**config.mk**
```make
export PLATFORM = sky130hd
export DESIGN_NAME = reset_sequencer
export DESIGN_NICKNAME = d
export VERILOG_FILES = /design/src/rtl/reset_sequencer.sv
export SDC_FILE = /design/constraint.sdc
export NUM_CORES = 1
export LEC_CHECK = 0
export CAP_MARGIN = 20
export CELL_PAD_IN_SITES_DETAIL_PLACEMENT = 1
export CELL_PAD_IN_SITES_GLOBAL_PLACEMENT = 1
export CORE_MARGIN = 10
export CORE_UTILIZATION = 35
export DETAILED_ROUTE_END_ITERATION = 8
export PLACE_DENSITY = 0.74
export SYNTH_ARGS = -nofsm -noshare
export SYNTH_HDL_FRONTEND = slang
export SYNTH_SLANG_ARGS = --single-unit
```
**constraint.sdc**
```tcl
create_clock -name clk -period 3.2 [get_ports clk]
set_input_delay 0.48 -clock clk [delete_from_list [all_inputs] [get_ports clk]]
set_output_delay 0.48 -clock clk [all_outputs]
set_load 0.03 [all_outputs]
```
**src/rtl/reset_sequencer.sv**
```systemverilog
// Staged reset release: stages come out of reset one at a time in index order.
// Each stage is held for HOLD_CYCLES and then awaited (ready or timeout) before the next one.
module reset_sequencer #(
    parameter int NUM_STAGES     = 4,
    parameter int STG_W          = 2,
    parameter int HOLD_CYCLES    = 16,
    parameter int TIMEOUT_CYCLES = 1024,
    parameter int CNT_W          = 16
) (
    input  logic                  clk,
    input  logic                  rst,
    input  logic                  soft_rst_req,
    input  logic [NUM_STAGES-1:0] stage_ready,
    output logic [NUM_STAGES-1:0] stage_rst,
    output logic [STG_W-1:0]      cur_stage,
    output logic                  done,
    output logic                  timeout_err
);

    typedef enum logic [1:0] {S_SYNC, S_HOLD, S_WAIT, S_DONE} state_t;

    localparam logic [CNT_W-1:0] HOLD_LAST = CNT_W'(HOLD_CYCLES - 1);
    localparam logic [CNT_W-1:0] TOUT_LAST = CNT_W'(TIMEOUT_CYCLES - 1);
    localparam logic [STG_W-1:0] LAST_STG  = STG_W'(NUM_STAGES - 1);

    state_t                state, state_n;
    logic [CNT_W-1:0]      cnt, cnt_n;
    logic [STG_W-1:0]      stg, stg_n;
    logic [NUM_STAGES-1:0] srst, srst_n;
    logic                  done_q, done_n;
    logic                  terr, terr_n;
    logic                  sync1, sync2;

    always_ff @(posedge clk or posedge rst) begin
        if (rst) begin
            sync1 <= 1'b1;
            sync2 <= 1'b1;
        end else begin
            sync1 <= 1'b0;
            sync2 <= sync1;
        end
    end

    always_ff @(posedge clk or posedge rst) begin
        if (rst) begin
            state  <= S_SYNC;
            cnt    <= '0;
            stg    <= '0;
            srst   <= '1;
            done_q <= 1'b0;
            terr   <= 1'b0;
        end else begin
            state  <= state_n;
            cnt    <= cnt_n;
            stg    <= stg_n;
            srst   <= srst_n;
            done_q <= done_n;
            terr   <= terr_n;
        end
    end

    always_comb begin
        state_n = state;
        cnt_n   = cnt + 1'b1;
        stg_n   = stg;
        srst_n  = srst;
        done_n  = done_q;
        terr_n  = terr;
        case (state)
            S_SYNC: begin
                cnt_n = '0;
                // Leave on the edge that clears the second synchronizer flop.
                if (!sync1 || !sync2) state_n = S_HOLD;
            end
            S_HOLD: begin
                if (cnt == HOLD_LAST) begin
                    srst_n[stg] = 1'b0;
                    cnt_n       = '0;
                    state_n     = S_WAIT;
                end
            end
            S_WAIT: begin
                if (stage_ready[stg] || cnt == TOUT_LAST) begin
                    if (!stage_ready[stg]) terr_n = 1'b1;
                    cnt_n = '0;
                    if (stg == LAST_STG) begin
                        state_n = S_DONE;
                        done_n  = 1'b1;
                    end else begin
                        stg_n   = stg + 1'b1;
                        state_n = S_HOLD;
                    end
                end
            end
            S_DONE: begin
                cnt_n  = '0;
                srst_n = '0;
                done_n = 1'b1;
            end
            default: state_n = S_SYNC;
        endcase
        // Soft restart overrides any ready/timeout decision made above.
        if (soft_rst_req && state != S_SYNC) begin
            srst_n  = '1;
            done_n  = 1'b0;
            terr_n  = 1'b0;
            stg_n   = '0;
            cnt_n   = '0;
            state_n = S_HOLD;
        end
    end

    assign stage_rst   = srst;
    assign cur_stage   = stg;
    assign done        = done_q;
    assign timeout_err = terr;

endmodule

```
==> metrics <==
status completed; TritonCTS clock tree done; crit path DAT 2320 ps; DR pass1 iterations 3; final RePlAce weighted congestion 0.802; Nets 186; Slew HR 0.621; crit path launch state[0]; clk_lat worst skew 280 ps; P&R area growth vs syn 19.4%; Max Fclk 462 MHz; initial antenna violation count 0; syn nets 167; first-pass GRT wire length 6.11 mm; R2R depth 7; Yosys reg bits 28; DRC errors left 0; Fill cells 507; Synth top area share 0.355; Initial DRC Count 25; Setup-failing EPs final 0; Post-DP HPWL 2.55 mm; crit path cell chain inv_1 -> ha_1 -> and2_1 -> a22oi_1 -> nor3_1 -> o21ai_4 -> nor2_1; register area share after synthesis 0.456; DIE HEIGHT 86.6 um; Cell variety after synth 36; Worst Path Max Fanout 16; hold depth 0; core area 0.00432 mm^2; Tmin final 2170 ps; Max-Cap Viols 0; multi-input logic area 806 um^2; r2r setup slk 1030 ps; Root Buffer clkbuf_8; Worst-path clk slew 100 ps; CTS buffer count 3; area leader, netlist dfrtp_1; CP peak stage delay 450 ps; RSZ-0062 raised after global routing false; power density cells 591 mW/mm^2; post-route ant nets 0; Slew Limit Fails 0; H-Tree Depth 1; CP startpoint kind flip-flop; Final Cycle Share 0.677; hold_buf cts 0; io pins 15; CP Data Required Time 3360 ps; WP buf/inv 1; crit path kind flip-flop to flip-flop; largest cells by area after synthesis dfrtp_1 35%, dfstp_2 10%, ha_1 8.1%; num rows 24; Initial Utilization 0.359; # resized after CTS 0; via count 1119; drt wl/cell 15.4 um; Mapped Cells 150; maximum vdd drop 0.210 mV; CTS sink cnt 28; setup bufs post-CTS 0; Worst R2R End cnt[7]; die width 86.6 um; final wirelength 3.38 mm; reg-to-reg startpoint state[0]; HP Class flip-flop to flip-flop; overflow left after global routing 0; n_diodes 0; critical path's slowest cell dfrtp_1; # port buffers 14; Hold Violations, Final 0; P_leak 0.805 nW; GRT Total Usage 0.0997; final core utilization 0.428; Synth Area per Inst 10.3 um^2; crit-path leading delay family compound AO/OA/AOI/OAI gates; slew of the pin with the lowest slew margin 568 ps; CP endpoint kind flip-flop; clk buf depth 2; clk_skew 2.55 ps; critical path endpoint cnt[7]; Mapped Area 0.00155 mm^2; largest net degree at the start of global routing 27; via/cell ratio 5.09; vias in the first global route 1270; die footprint 0.00750 mm^2; Setup Total Neg Slack 0 ps; layout cells sized above 1 0.119; critical path depth 7; synth warn 0; register area 708 um^2
## through the flow
step           cell area [um^2]  setup WS, ps  cells  power (mW)  hold slack (ps)
6_report                   1850          1030    220        1.10              372
5_1_grt                    1850           880    220        1.17              385
3_3_place_gp               1750           989    215       0.799              356
3_5_place_dp               1750           931    215       0.820              357
4_1_cts                    1820          1000    219        1.11              371
2_1_floorplan              1550          1200    150       0.709              354
## placed cells by master (no fill, tap or decap), types with 2 or more instances in the layout
| master | synthesis | layout |
|---|---|---|
| a21oi_1 | 6 | 6 |
| and3_1 | 5 | 5 |
| and4_1 | 2 | 2 |
| clkbuf_8 | 0 | 3 |
| clkdlybuf4s50_1 | 0 | 14 |
| dfrtp_1 | 22 | 22 |
| dfstp_2 | 6 | 6 |
| ha_1 | 10 | 10 |
| inv_1 | 7 | 7 |
| mux2i_1 | 4 | 4 |
| nand2_1 | 9 | 9 |
| nand3_1 | 9 | 9 |
| nand4_1 | 2 | 2 |
| nor2_1 | 22 | 22 |
| nor2b_1 | 4 | 4 |
| o21ai_0 | 6 | 6 |
| or4_1 | 2 | 2 |
| xnor2_1 | 6 | 6 |
| xor2_1 | 9 | 9 |
## cell families after synthesis
group                    share of synthesized area
AND/OR/NAND/NOR                              0.215
flip-flops                                   0.456
multiplexers                                0.0258
other                                      0.00242
adder cells (fa/ha/maj)                     0.0806
XOR/XNOR                                    0.0847
AO/OA/AOI/OAI                                0.110
buffers and inverters                       0.0242
## final cells by class
class | instances | area share
flip-flops and latches | 28 | 0.382
well taps | 52 | 0.0351
inverters | 7 | 0.0142
repair buffers | 16 | 0.0946
clock buffers | 3 | 0.0223
multi-input cells | 113 | 0.435
clock inverters | 1 | 0.0162
## cell usage after synthesis
| cell | number |
|---|---|
| nor3_2 | 1 |
| nor2_1 | 22 |
| clkbuf_1 | 1 |
| nand3_1 | 9 |
| and3_1 | 5 |
| xor2_1 | 9 |
| o21bai_4 | 1 |
| nand4_1 | 2 |
| nand2b_1 | 1 |
| nor4_4 | 1 |
| a21oi_1 | 6 |
| nor2b_1 | 4 |
| dfstp_2 | 6 |
| o41a_4 | 1 |
| or4_4 | 1 |
| inv_1 | 7 |
| a22oi_1 | 1 |
| xnor2_1 | 6 |
| o31ai_1 | 1 |
| dfrtp_1 | 22 |
| and2_1 | 1 |
| mux2i_1 | 4 |
| buf_4 | 1 |
| conb_1 | 1 |
| or4_1 | 2 |
| o21ai_4 | 1 |
| a21oi_2 | 1 |
| o21ai_0 | 6 |
| ha_1 | 10 |
| nor3_1 | 1 |
| o21a_1 | 1 |
| o2bb2ai_1 | 1 |
| and4_1 | 2 |
| nand2_1 | 9 |
| or4bb_1 | 1 |
| a2bb2oi_2 | 1 |
## per-layer routing
metal	global-route usage	wire length, um	vias up
met5	0	0	-
met4	0.0398	60	0
met3	0.0225	122	5
met2	0.176	1720	13
met1	0.113	1480	555
li1	-	-	546
## worst min-delay path by stage
stage / start / to / slack, ps
floorplan: sync1 / sync2 / 350
global placement: sync1 / sync2 / 360
detailed placement: sync1 / sync2 / 360
CTS: sync1 / sync2 / 370
global route: sync1 / sync2 / 390
finish: sync1 / sync2 / 370
## state kept, by name (all words and copies together), names as in the netlist
register     cells
cur_stage        2
state            2
timeout_err      1
sync2            1
sync1            1
stage_rst        4
done             1
cnt             16
## worst reg2reg max path: cells and delay by family (launching register included)
family                   cells  cell delay [ps]
flip-flops                   1              450
AND/OR/NAND/NOR              3              440
buffers and inverters        1               90
adder cells (fa/ha/maj)      1              260
AO/OA/AOI/OAI                2              810
## report_power, final
part,internal (mW),switching [mW]
Clock,0.168,0.117
Sequential,0.407,0.0357
Combinational,0.156,0.213
No activity file was read; power rests on OpenSTA's default activity.
